## config.mk

```make
export PLATFORM = sky130hd
export DESIGN_NAME = frame_word_packer
export DESIGN_NICKNAME = d
export VERILOG_FILES = /design/src/rtl/ipsm_pkg.sv /design/src/rtl/frame_word_packer_slot_accumulator.sv /design/src/rtl/frame_word_packer.sv
export SDC_FILE = /design/constraint.sdc
export NUM_CORES = 1
export LEC_CHECK = 0
export BUFFER_PORTS_ARGS = -buffer_cell sky130_fd_sc_hd__buf_4
export CORE_MARGIN = 2
export CORE_UTILIZATION = 25
export DETAILED_ROUTE_END_ITERATION = 12
export SYNTH_ARGS = -nofsm -noshare
export SYNTH_HDL_FRONTEND = slang
export SYNTH_SLANG_ARGS = --single-unit
```

## constraint.sdc

```tcl
create_clock -name iCLK -period 3.5 [get_ports iCLK]
set_input_delay 0.525 -clock iCLK [delete_from_list [all_inputs] [get_ports iCLK]]
set_output_delay 0.525 -clock iCLK [all_outputs]
set_load 0.02 [all_outputs]
```

## src/rtl/ipsm_pkg.sv

```systemverilog
// Shared types and frame geometry for the pixel-to-DMEM packing path.
// Latency: n/a (declarations only).
// Backpressure: n/a (declarations only).
package ipsm_pkg;

    // Capture FSM states; the encoding is visible to the CPU through oSTATE.
    typedef enum logic [1:0] {
        IDLE = 2'd0,
        ARM  = 2'd1,
        CAPT = 2'd2,
        DONE = 2'd3
    } cap_state_t;

    localparam int PIX_PER_WORD = 16;   // 256-bit word / 16-bit slot
    localparam int NUM_PIX      = 784;  // 28 x 28 image
    localparam int NUM_WORDS    = 49;   // NUM_PIX / PIX_PER_WORD

endpackage

```

## src/rtl/frame_word_packer_slot_accumulator.sv

```systemverilog
// Word accumulator: writes one zero-extended pixel into an indexed slot of a wide register.
// Latency: word_o shows the current contents with this cycle's write already applied (0 cycles).
// Backpressure: none; a write and a clear on the same cycle export the full word and then empty it.
module slot_accumulator #(
    parameter int SLOT_W = 16,
    parameter int WORD_W = 256,
    parameter int IDX_W  = 4
) (
    input  logic              clk,
    input  logic              rst_n,
    input  logic              wr_en,
    input  logic [IDX_W-1:0]  wr_idx,
    input  logic [7:0]        wr_pix,
    input  logic              clr,
    output logic [WORD_W-1:0] word_o
);

    logic [WORD_W-1:0] acc_q;
    logic [WORD_W-1:0] acc_d;
    logic [WORD_W-1:0] acc_wr;

    // Apply the slot write first so a completing word can be handed out before the clear.
    always_comb begin
        acc_wr = acc_q;
        if (wr_en) begin
            acc_wr[int'(wr_idx) * SLOT_W +: SLOT_W] = {{(SLOT_W - 8){1'b0}}, wr_pix};
        end
        acc_d = clr ? '0 : acc_wr;
    end

    assign word_o = acc_wr;

    // Accumulator register.
    always_ff @(posedge clk or negedge rst_n) begin
        if (!rst_n) begin
            acc_q <= '0;
        end else begin
            acc_q <= acc_d;
        end
    end

endmodule

```

## src/rtl/frame_word_packer.sv

```systemverilog
// Packs one armed 28x28 frame of 8-bit pixels into 16-bit slots, 16 per 256-bit DMEM word (build option PIXEL_INVERT_EN stores ~pixel).
// Latency: oWREN/oADDR/oDATA appear exactly 1 cycle after the 16th pixel of a word is accepted.
// Backpressure: none; the pixel stream cannot be stalled, pixels outside CAPT or past the frame are dropped.
module frame_word_packer
    import ipsm_pkg::*;
#(
    parameter int IMG_W  = 28,
    parameter int IMG_H  = 28,
    parameter int SLOT_W = 16,
    parameter int WORD_W = 256,
    parameter int ADDR_W = 7
) (
    input  logic              iCLK,
    input  logic              iRST,
    input  logic              iENABLE,
    input  logic              iSTART,
    input  logic              iFVAL,
    input  logic              iDVAL,
    input  logic [7:0]        iDATA,
    output logic              oWREN,
    output logic [ADDR_W-1:0] oADDR,
    output logic [WORD_W-1:0] oDATA,
    output logic              oDONE,
    output logic              oERR,
    output logic [1:0]        oSTATE
);

    localparam int         IDX_W     = $clog2(WORD_W / SLOT_W);
    localparam logic [9:0] FRAME_PIX = 10'(IMG_W * IMG_H);
    localparam logic [9:0] LAST_PIX  = 10'(IMG_W * IMG_H - 1);

    cap_state_t        state_q, state_d;
    logic [9:0]        pix_cnt_q, pix_cnt_d;
    logic [ADDR_W-1:0] word_cnt_q, word_cnt_d;
    logic              fval_q;
    logic              wren_q, wren_d;
    logic [ADDR_W-1:0] addr_q, addr_d;
    logic [WORD_W-1:0] data_q, data_d;
    logic              done_q, done_d;
    logic              err_q, err_d;

    logic              fval_rise;
    logic              fval_fall;
    logic              pix_take;
    logic              word_full;
    logic              acc_wr;
    logic              acc_clr;
    logic [7:0]        pix_val;
    logic [WORD_W-1:0] acc_word;

`ifdef PIXEL_INVERT_EN
    assign pix_val = ~iDATA;
`else
    assign pix_val = iDATA;
`endif

    assign fval_rise = iFVAL & ~fval_q;
    assign fval_fall = ~iFVAL & fval_q;
    // A pixel is taken only while capturing, still armed, and the frame is not yet full.
    assign pix_take  = (state_q == CAPT) && iDVAL && iENABLE && (pix_cnt_q != FRAME_PIX);
    assign word_full = pix_take && (pix_cnt_q[IDX_W-1:0] == '1);

    slot_accumulator #(
        .SLOT_W (SLOT_W),
        .WORD_W (WORD_W),
        .IDX_W  (IDX_W)
    ) u_acc (
        .clk    (iCLK),
        .rst_n  (iRST),
        .wr_en  (acc_wr),
        .wr_idx (pix_cnt_q[IDX_W-1:0]),
        .wr_pix (pix_val),
        .clr    (acc_clr),
        .word_o (acc_word)
    );

    // Next-state, counter and registered-output logic for the capture FSM.
    always_comb begin
        state_d    = state_q;
        pix_cnt_d  = pix_cnt_q;
        word_cnt_d = word_cnt_q;
        wren_d     = 1'b0;
        addr_d     = addr_q;
        data_d     = data_q;
        err_d      = err_q;
        acc_wr     = 1'b0;
        acc_clr    = 1'b0;
        case (state_q)
            IDLE: begin
                if (iENABLE && iSTART) begin
                    state_d    = ARM;
                    pix_cnt_d  = '0;
                    word_cnt_d = '0;
                    err_d      = 1'b0;
                    acc_clr    = 1'b1;
                end
            end
            ARM: begin
                acc_clr = 1'b1;
                if (!iENABLE) begin
                    state_d = IDLE;
                end else if (fval_rise) begin
                    state_d = CAPT;
                end
            end
            CAPT: begin
                if (!iENABLE) begin
                    // Abort: partial word dropped, nothing further written.
                    state_d = IDLE;
                    acc_clr = 1'b1;
                end else if (pix_cnt_q == FRAME_PIX) begin
                    // The final word is on the write port this cycle.
                    state_d = DONE;
                end else if (fval_fall && !(pix_take && pix_cnt_q == LAST_PIX)) begin
                    // Short frame: flag it and wait for a fresh frame at address 0.
                    state_d    = ARM;
                    err_d      = 1'b1;
                    pix_cnt_d  = '0;
                    word_cnt_d = '0;
                    acc_clr    = 1'b1;
                end else begin
                    if (pix_take) begin
                        acc_wr    = 1'b1;
                        pix_cnt_d = pix_cnt_q + 10'd1;
                    end
                    if (word_full) begin
                        wren_d     = 1'b1;
                        addr_d     = word_cnt_q;
                        data_d     = acc_word;
                        word_cnt_d = word_cnt_q + 1'b1;
                        acc_clr    = 1'b1;
                    end
                end
            end
            DONE: begin
                if (!iENABLE) begin
                    state_d = IDLE;
                end
            end
            default: state_d = IDLE;
        endcase
        done_d = (state_d == DONE);
    end

    // State, counters and registered outputs.
    always_ff @(posedge iCLK or negedge iRST) begin
        if (!iRST) begin
            state_q    <= IDLE;
            pix_cnt_q  <= '0;
            word_cnt_q <= '0;
            fval_q     <= 1'b0;
            wren_q     <= 1'b0;
            addr_q     <= '0;
            data_q     <= '0;
            done_q     <= 1'b0;
            err_q      <= 1'b0;
        end else begin
            state_q    <= state_d;
            pix_cnt_q  <= pix_cnt_d;
            word_cnt_q <= word_cnt_d;
            fval_q     <= iFVAL;
            wren_q     <= wren_d;
            addr_q     <= addr_d;
            data_q     <= data_d;
            done_q     <= done_d;
            err_q      <= err_d;
        end
    end

    assign oWREN  = wren_q;
    assign oADDR  = addr_q;
    assign oDATA  = data_q;
    assign oDONE  = done_q;
    assign oERR   = err_q;
    assign oSTATE = state_q;

endmodule
```

# After elaboration in Yosys (flattened, before gate mapping)
# Index checks and enable logic that the tools add are counted.
[classes]
bitwise = 6
n_addsub = 3
reduce_logical = 14
shifts = 2
n_eq_ne = 14
n_mux = 43
[op_table]
columns = ["operator", "count"]
rows = [
  ["2-to-1 mux 256 bit", 2],
  ["bitwise mux 256 bit", 1],
  ["variable shift 16 x 33 -> 256 bit (first input constant)", 1],
  ["indexed part select 16 x 33 -> 256 bit", 1],
  ["2-to-1 mux 10 bit", 5],
  ["2-to-1 mux 7 bit", 5],
  ["negation 8 -> 33 bit", 1],
  ["== test 10 bit (second input constant)", 2],
  ["case mux 10 bit (2 select lines)", 1],
  ["AND reduction 5 bit", 4],
  ["2-to-1 mux 1 bit", 18],
  ["2-to-1 mux 2 bit", 7],
  ["case mux 7 bit (2 select lines)", 1],
  ["adder 10 x 1 -> 10 bit (second input constant)", 1],
  ["inequality test 10 bit (second input constant)", 1],
  ["case mux 2 bit (4 select lines)", 1],
  ["adder 7 x 1 -> 7 bit (second input constant)", 1],
  ["logical AND 1 bit", 7],
  ["== test 2 bit (second input constant)", 3],
  ["inequality test 2 bit (second input constant)", 3],
  ["inequality test 3 x 2 -> 1 bit (second input constant)", 2],
  ["== test 4 bit (second input constant)", 1],
  ["inverter 1 bit", 4],
  ["case mux 1 bit (3 select lines)", 1],
  ["other kinds (7)", 8],
]
[word_totals]
ff_bits = 542
word_cells = 92
out_inout_bits = 268

# Logic depth before layout (Yosys ltp)
# Gate-level depths: netlist of run 1.
[logic_depth]
ltp_word = 13
ltp_mapped = 11
depth_no_buf = 7

# Hierarchy
# Synthesis of run 1 repeated with hierarchy kept, for this count alone.
[unflattened]
cells_unflattened = 1773
area_unflattened_um2 = 24614.9
[modules_own_cells]
columns = ["module", "area_each_um2", "instances", "cells_each"]
rows = [
  ["slot_accumulator", 12436.9, 1, 1086],
  ["frame_word_packer", 12177.9, 1, 687],
]

# Worst setup path before layout of run 1
# Ideal clock, no wire load.
[synth_path]
path_kind = "register -> register"
from = "reg pix_cnt_q[2]"
to = "reg data_q[198], in the netlist oDATA[198]"
synth_period_minus_slack_ps = 2550
arrival_time_ps = 2417
slack_ps = 950
n_path_buf = 5
required_time_ps = 3367
stages_incl_launch_ff = 12
path_cell_list = "dfrtp_1 -> buf_4 -> buf_6 -> nor3_1 -> ha_1 -> buf_2 -> nor3_1 -> clkbuf_1 -> nand3_4 -> buf_2 -> mux2i_1 -> a21oi_1"
[synth_between]
elab_chain_len = 10
elab_cells_between_ends = 22
[synth_rtl]
columns = ["item", "line_no", "source"]
rows = [
  ["from (decl)", "frame_word_packer.sv:33", "logic [9:0] pix_cnt_q, pix_cnt_d;"],
  ["from (signal assigned)", "frame_word_packer.sv:159", "pix_cnt_q <= pix_cnt_d;"],
  ["branches (longest 10 deep; another with negation 8 -> 33 bit)", "--", ""],
  ["to (signal assigned)", "frame_word_packer.sv:164", "data_q <= data_d;"],
  ["to (decl)", "frame_word_packer.sv:38", "logic [WORD_W-1:0] data_q, data_d;"],
]
# Several ways; the timed one is not identified.
# A chain may end at the register's enable or synchronous reset.

# Worst setup path in the final report of run 1
[layout_path]
from = "reg pix_cnt_q[2]"
to = "reg u_acc.acc_q[44]"
[layout_between]
elab_chain_len = 11
elab_cells_between_ends = 25
[layout_rtl]
columns = ["item", "line_no", "source"]
rows = [
  ["branches (longest 10 deep; another with negation 8 -> 33 bit)", "--", ""],
  ["2-to-1 mux 256 bit *", "frame_word_packer_slot_accumulator.sv:28", "acc_d = clr ? '0 : acc_wr;"],
  ["named net u_acc.acc_d[44]", "frame_word_packer_slot_accumulator.sv:19", "logic [WORD_W-1:0] acc_d;"],
  ["to (signal assigned)", "frame_word_packer_slot_accumulator.sv:36", "acc_q <= '0;"],
  ["to (signal assigned)", "frame_word_packer_slot_accumulator.sv:38", "acc_q <= acc_d;"],
  ["to (decl)", "frame_word_packer_slot_accumulator.sv:18", "logic [WORD_W-1:0] acc_q;"],
]
# Mark *: on every way through the listed nets, which the timed path passes.

==> results of run 1 <==
## what timing repair did
action,CTS,global route
endpoints found under the hold margin,21,0
resized for setup,0,0
buffers inserted,0,0
hold buffers,2,0
## cell families after synthesis
family                   count (synthesis)
buffers and inverters                  156
multiplexers                            65
flip-flops                             542
AO/OA/AOI/OAI                          359
XOR/XNOR                                11
AND/OR/NAND/NOR                        833
adder cells (fa/ha/maj)                  4
## per-stage QoR
stage | utilization (%) | cells | hold WS, ns | power (mW)
finish | 31.59 | 3360 | 0.1723 | 12.89
global route | 31.59 | 3360 | 0.1526 | 13.38
CTS | 31.59 | 3360 | 0.1283 | 13.09
detailed placement | 29.34 | 3254 | 0.4569 | 6.963
global placement | 29.34 | 3254 | 0.4513 | 6.960
floorplan | - | 1970 | 0.2294 | 6.631
## state kept, by name, summed over array words and instances (netlist names)
| signal | cells |
|---|---|
| oDONE | 1 |
| oWREN | 1 |
| oDATA | 256 |
| fval_q | 1 |
| u_acc.acc_q | 256 |
| oSTATE | 2 |
| word_cnt_q | 7 |
| pix_cnt_q | 10 |
| oERR | 1 |
| oADDR | 7 |
## power groups by stage
stage | Combinational (mW) | Clock [mW] | Sequential (mW)
after detailed placement | 0.568 | 0 | 6.39
after global placement | 0.565 | 0 | 6.39
after floorplan | 0.231 | 0 | 6.40
after CTS | 0.571 | 6.25 | 6.28
final | 0.557 | 6.05 | 6.28
after global routing | 0.619 | 6.49 | 6.28
## per-layer routing
layer | vias to the layer above | routed length [µm]
li1 | 7243 | -
met4 | 0 | 1484
met2 | 385 | 29730
met1 | 7703 | 28700
met3 | 81 | 3889
met5 | - | 0
## cell usage in the layout, fill, tap and decap left out, drive strengths merged, types with 21 or more instances in the layout
master	synthesis	layout
mux2i	65	65
and2	24	24
nand2	295	295
a22o	40	40
a21oi	158	158
nor2	267	267
o21ai	80	80
and3	88	88
dfrtp	542	542
nor3	22	22
nand4	21	21
clkbuf	81	78
nand3	86	86
buf	59	344
a31oi	54	54
## worst paths after layout
path,startpoint,slack [ns],cells after the start,to
min in group asynchronous,iRST,0.54,2,oDATA[178]$_DFFE_PN0P_
min reg2reg,oDATA[78]$_DFFE_PN0P_,0.46,2,oDATA[78]$_DFFE_PN0P_
max reg2reg,pix_cnt_q[2]$_DFFE_PN0P_,0.60,7,u_acc.acc_q[44]$_DFF_PN0_
max,pix_cnt_q[2]$_DFFE_PN0P_,0.60,7,u_acc.acc_q[44]$_DFF_PN0_
max in group asynchronous,iRST,2.02,3,u_acc.acc_q[72]$_DFF_PN0_
min,iENABLE,0.17,2,oSTATE[1]$_DFF_PN0_
## final cells by class
class	count	area, µm²	area share (%)
Clock buffer	78	1627	6.162
Sequential cell	542	13560	51.38
Tap cell	1080	1351	5.119
Inverter	16	67.56	0.2559
Timing Repair Buffer	346	2748	10.41
Clock inverter	26	239.0	0.9053
Multi-Input combinational cell	1272	6803	25.77
## worst max-delay path, stage by stage, from the launching register on
cell and delay, ns:
dfrtp_1 0.69, nor3_1 0.13, ha_1 0.31, inv_1 0.09, nor3_1 0.49, and3_2 0.55, nor2_1 0.28, and2_1 0.24
==> metrics.csv, run 1 <==
stage;metric;value;unit
status;status;complete, no violations;
clock_network;CTS buffer count;58;
route;First-pass DRT Iterations;5;
flow_run;max_cap viols;0;
sta;fin crit share;82.83;%
clock_network;CTS Buffer Depth;3;
die;Initial Util;25.20;%
yosys;syn avg cell area;10.69;µm²
clock_network;CTS tree;built;
worst_setup_path;Setup crit start kind;register;
grt;met3 Usage GRT;3.429;%
grt;vias in the first global route;14950;
yosys;Synth Area in Adders;0.2377;%
place;gp weighted congestion;0.8111;
place;HPWL Detailed;43200;µm
worst_setup_path;crit end category;register;
route;DRC Markers;0;
place;worst slack, placed;0.6917;ns
grt;largest net degree at the start of global routing;156;
pwr;switching share of power;23.98;%
finish;fin area;0.02640;mm²
die;chip width;294.2;µm
grt;M1 GR Usage;19.85;%
die;die area;0.08655;mm²
grt;met2 Track Usage GR;23.08;%
clock_network;Skew-Pair Late Insertion Delay;0.63;ns
sta;Slew HR;41.70;%
finish;Layout area overhead;25.38;%
yosys;most frequent cells after synthesis;542 x dfrtp_1, 295 x nand2_1, 267 x nor2_1;
clock_network;Clock Tree Root;clkbuf_16;
yosys;number of synthesized flops with an enable pin;0;
place;IO buf count;281;
route;DRT Wirelength;63810;µm
sta;actual slew at the worst max-slew pin;0.8745;ns
yosys;top area cells in the synthesized netlist;dfrtp_1 64%, nand2_1 5.3%, nor2_1 4.8%, a21oi_1 3.7%, mux2i_1 3.0%;
sta;Setup Total Neg Slack;0;ns
sta;RSZ-0062 raised after global routing;no;
die;IO Count;282;
worst_setup_path;critical path peak fanout;16;
grt;total track usage;14.55;%
yosys;ys async rst share;100.0;%
yosys;xor-xnor portion of the synthesized cell area;0.4576;%
yosys;YS warnings;0;
yosys;Mapped Nets;1988;
pwr;sequential power share;48.7;%
sta;Setup WS post-layout;0.6008;ns
pwr;PD cells;488.3;mW/mm²
route;via count;15410;
sta;Final Critical Period;2.899;ns
yosys;complex-gate fraction of the synthesized area;10.04;%
route;drt via density;4.587;
worst_setup_path;crit path DAT;3.40;ns
yosys;largest family of logic cells by synthesized area;simple AND/OR/NAND/NOR gates;
sta;Slew Viols, Final;0;
yosys;post-synthesis simple-gate area fraction;18.22;%
route;drt wl/cell;18.99;µm
finish;Filler Cell Count;8586;
yosys;Syn Std Cell Area;0.02105;mm²
yosys;post-synth top area cell;dfrtp_1;
finish;post-layout net count;2254;
die;Die Span Y;294.2;µm
die;Core ar.;0.08356;mm²
route;DRT iter0 DRCs;1104;
die;Site Rows;106;
sta;Max Clk Rate;344.9;MHz
yosys;post-synthesis sequential area ratio;64.42;%
sta;clock skew;0.02160;ns
sta;final setup violation count;0;
pwr;Int Power;9.798;mW
pwr;Static Leak;13.35;nW
grt;gr busiest metal;met2;
grt;number of antenna violations at the first check in global routing;0;
grt;first-pass GRT wire length;96680;µm
pwr;Clk pwr share;47.0;%
route;antenna viol nets, final;0;
sta;endpoints failing hold;0;
yosys;most common cell in the netlist;dfrtp_1;
worst_setup_path;Setup CP Type;reg -> reg;
finish;share of cells above drive strength 1;20.44;%
clock_network;level count of the clock H-tree;2;
place;DP Area;0.02451;mm²
yosys;post-synthesis mux area share;3.209;%
pwr;Psw;3.091;mW
pwr;maximum vdd drop;0.3642;mV
finish;Antenna diodes;0;
worst_setup_path;worst path required time;4.00;ns
yosys;dominant synthesized flop cell;dfrtp_1;
yosys;post-synthesis register bit count;542;
clock_network;Clk pin slew, worst setup/hold paths;0.07;ns
yosys;Post-Syn Instances;1970;
yosys;Synth top area share;64.42;%
min_path;worst hold path type;in -> reg;
grt;gr ovfl total;0;
clock_network;Sink Count;542;
pwr;combinational power share;4.3;%
yosys;Synth cell types;58;
(Power assumes the default switching activity.)
==> inputs of run 2 (changes only) <==
==> constraint.sdc (replaced) <==
create_clock -name iCLK -period 2.5 [get_ports iCLK]
set_input_delay 0.375 -clock iCLK [delete_from_list [all_inputs] [get_ports iCLK]]
set_output_delay 0.375 -clock iCLK [all_outputs]
set_load 0.02 [all_outputs]
==> run 2 against run 1 <==
Clock skew rose by 0.0063 ns. Sequential cell count did not move. First-iteration DRC count rose by 2.3%. Sequential power rose by 40%. Worst setup slack got worse by 0.48 ns. Design area rose by 3.0%. Utilization rose by 0.96 points. Non-clock buffer count rose by 47. Critical path type unchanged.
==> metrics.csv, run 2 (synthesized netlist as in run 1, its figures left out) <==
stage;metric;value;unit;change
status;status;complete, no violations;;
worst_setup_path;critical path, cell by cell;buf_4 > ha_2 > and3_2 > buf_4 > nand2_1 > a21o_4 > buf_4 > a31oi_1 > buf_4 > a22o_1;;
finish;Layout area overhead;29.17;%;
pwr;Clk pwr share;48.3;%;+1.3 points
flow_run;max_cap viols;0;;unchanged
clock_network;CTS buffer count;59;;+1.7%
grt;M1 GR Usage;19.81;%;-0.043 points
worst_setup_path;worst path required time;3.00;ns;-1.00 ns
finish;most common cell after layout, fill and taps aside;dfrtp_1;;
route;antenna viol nets, final;0;;unchanged
worst_setup_path;critical path peak fanout;19;;+3
die;Core ar.;0.08356;mm²;unchanged
route;DRT iter0 DRCs;1129;;+2.3%
die;Die Span Y;294.2;µm;unchanged
sta;Slew Viols, Final;0;;unchanged
route;DRT Wirelength;63390;µm;-0.66%
sta;clock skew;0.02794;ns;+0.006342 ns
grt;total track usage;14.55;%;about the same
place;gp weighted congestion;0.8226;;+1.4%
pwr;switching share of power;23.40;%;-0.58 points
worst_setup_path;Setup CP Type;reg -> reg;;
clock_network;Skew-Pair Late Insertion Delay;0.63;ns;about the same
grt;vias in the first global route;15400;;+3.0%
grt;gr busiest metal;met2;;
worst_setup_path;Setup crit start kind;register;;
finish;post-layout net count;2302;;+2.1%
route;drt wl/cell;18.59;µm;-2.1%
die;die area;0.08655;mm²;unchanged
route;drt via density;4.543;;-0.97%
pwr;sequential power share;47.3;%;-1.4 points
sta;endpoints failing hold;0;;unchanged
grt;met3 Usage GRT;3.497;%;+0.068 points
grt;first-pass GRT wire length;97360;µm;+0.71%
route;First-pass DRT Iterations;5;;unchanged
sta;final setup violation count;0;;unchanged
route;DRC Markers;0;;unchanged
worst_setup_path;top cell family by delay on the critical path;buffers and inverters;;
sta;Slew HR;57.82;%;+16 points
place;HPWL Detailed;43360;µm;+0.38%
worst_setup_path;crit path DAT;2.88;ns;-0.52 ns
grt;number of antenna violations at the first check in global routing;1;;+1
route;via count;15490;;+0.51%
grt;gr ovfl total;0;;unchanged
worst_setup_path;Crit path top cell by count;buf_4;;
die;Initial Util;25.20;%;unchanged
grt;met2 Track Usage GR;22.91;%;-0.18 points
clock_network;CTS tree;built;;
finish;share of cells above drive strength 1;23.32;%;+2.9 points
sta;Final Critical Period;2.384;ns;-0.5157 ns
worst_setup_path;Bufs and invs on worst path;4;;+3
clock_network;Sink Count;542;;unchanged
grt;largest net degree at the start of global routing;97;;-38%
pwr;Tot Pwr;18.59;mW;+44%
pwr;combinational power share;4.5;%;+0.2 points
sta;Setup WS post-layout;0.1165;ns;-0.4843 ns
clock_network;level count of the clock H-tree;2;;unchanged
die;Site Rows;106;;unchanged
clock_network;Clock Tree Root;clkbuf_16;;
die;chip width;294.2;µm;unchanged
clock_network;Clk pin slew, worst setup/hold paths;0.06;ns;about the same
pwr;Static Leak;13.69;nW;+2.5%
place;worst slack, placed;-0.05231;ns;-0.7440 ns
worst_setup_path;crit end category;register;;
min_path;worst hold path type;in -> reg;;
pwr;PD cells;683.6;mW/mm²;+40%
worst_setup_path;CP peak stage delay;0.37;ns;-0.32 ns
sta;fin crit share;95.34;%;+13 points
worst_setup_path;Crit-path slowest cell;dfrtp_1;;
die;IO Count;282;;unchanged
place;IO buf count;281;;unchanged
clock_network;CTS Buffer Depth;3;;unchanged
pwr;Int Power;14.24;mW;+45%
pwr;maximum vdd drop;0.5935;mV;+63%
pwr;Psw;4.351;mW;+41%
sta;actual slew at the worst max-slew pin;0.6328;ns;-0.2417 ns
sta;Max Clk Rate;419.6;MHz;+22%
finish;commonest cells after routing, fill and taps aside;541 x dfrtp_1, 361 x buf_4, 293 x nand2_1, 264 x nor2_1, 155 x a21oi_1;;
-- run 2: changes by cell type in the layout (fill, tap and decap cells not counted), moves of 4 or more --
cell	before	now
buf_4	332	361
buf_12	11	25
clkinv_2	16	7
mux2i_1	63	55
mux2i_2	0	8
bufinv_16	2	6
clkinvlp_4	3	7
-- run 2: path summary, 6_finish.rpt --
check / depth (start not counted) / to / slack, ns / startpoint
worst max-delay path: 10 / oDATA[200]$_DFFE_PN0P_ / 0.12 / pix_cnt_q[0]$_DFFE_PN0P_
worst min-delay path: 3 / oDATA[99]$_DFFE_PN0P_ / 0.16 / iDATA[3]
worst max register to register: 10 / oDATA[200]$_DFFE_PN0P_ / 0.12 / pix_cnt_q[0]$_DFFE_PN0P_
worst min register to register: 2 / oDATA[74]$_DFFE_PN0P_ / 0.46 / oDATA[74]$_DFFE_PN0P_
max in group asynchronous: 3 / oDATA[182]$_DFFE_PN0P_ / 1.35 / iRST
min in group asynchronous: 2 / u_acc.acc_q[62]$_DFF_PN0_ / 0.32 / iRST
-- run 2: worst min-delay path, stage by stage --
cell and delay [ns]:
buf_4 0.19, nand2_1 0.10, a31oi_1 0.07
-- run 2: per-stage QoR --
stage                     hold slack (ns)  cell area, µm²  util, %  setup TNS, ns  cells
final                              0.1577           27200    32.55              0   3410
after global routing               0.1447           27190    32.54       -0.07347   3408
after CTS                          0.1198           27030    32.35       -0.07610   3405
after detailed placement           0.4237           24990    29.91        -0.5816   3297
after global placement             0.4215           24990    29.91        -0.2000   3297
after floorplan                   0.07941           21060        -              0   1970
-- run 2: area by class of cell --
type	count	area [µm²]
multi-input cells	1272	6918
diodes	2	5.005
clock buffers	79	1652
repair buffers	393	3289
well taps	1080	1351
flip-flops and latches	542	13560
clock inverters	26	349.1
fillers	8513	56360
inverters	16	67.56
-- run 2: power groups by stage --
stage	clock [mW]	sequential, mW	combinational (mW)
6_report	8.97	8.79	0.832
5_1_grt	9.60	8.78	0.918
4_1_cts	9.21	8.79	0.848
3_5_place_dp	0	8.95	0.839
3_3_place_gp	0	8.95	0.837
2_1_floorplan	0	8.96	0.324
-- run 2: per-layer routing --
metal	vias to the layer above	routed length, µm
li1	7367	-
met1	7662	28690
met2	372	29090
met3	89	4012
met4	0	1600
met5	-	0
-- run 2: timing repair --
action / in CTS / in global routing
gates resized for setup: 3 / 32
hold buffers: 3 / 0
buffers inserted: 0 / 3
pin swaps: 0 / 2
hold endpoints to repair: 50 / 0
endpoints found under the setup margin: 26 / 391
gates cloned: 0 / 0
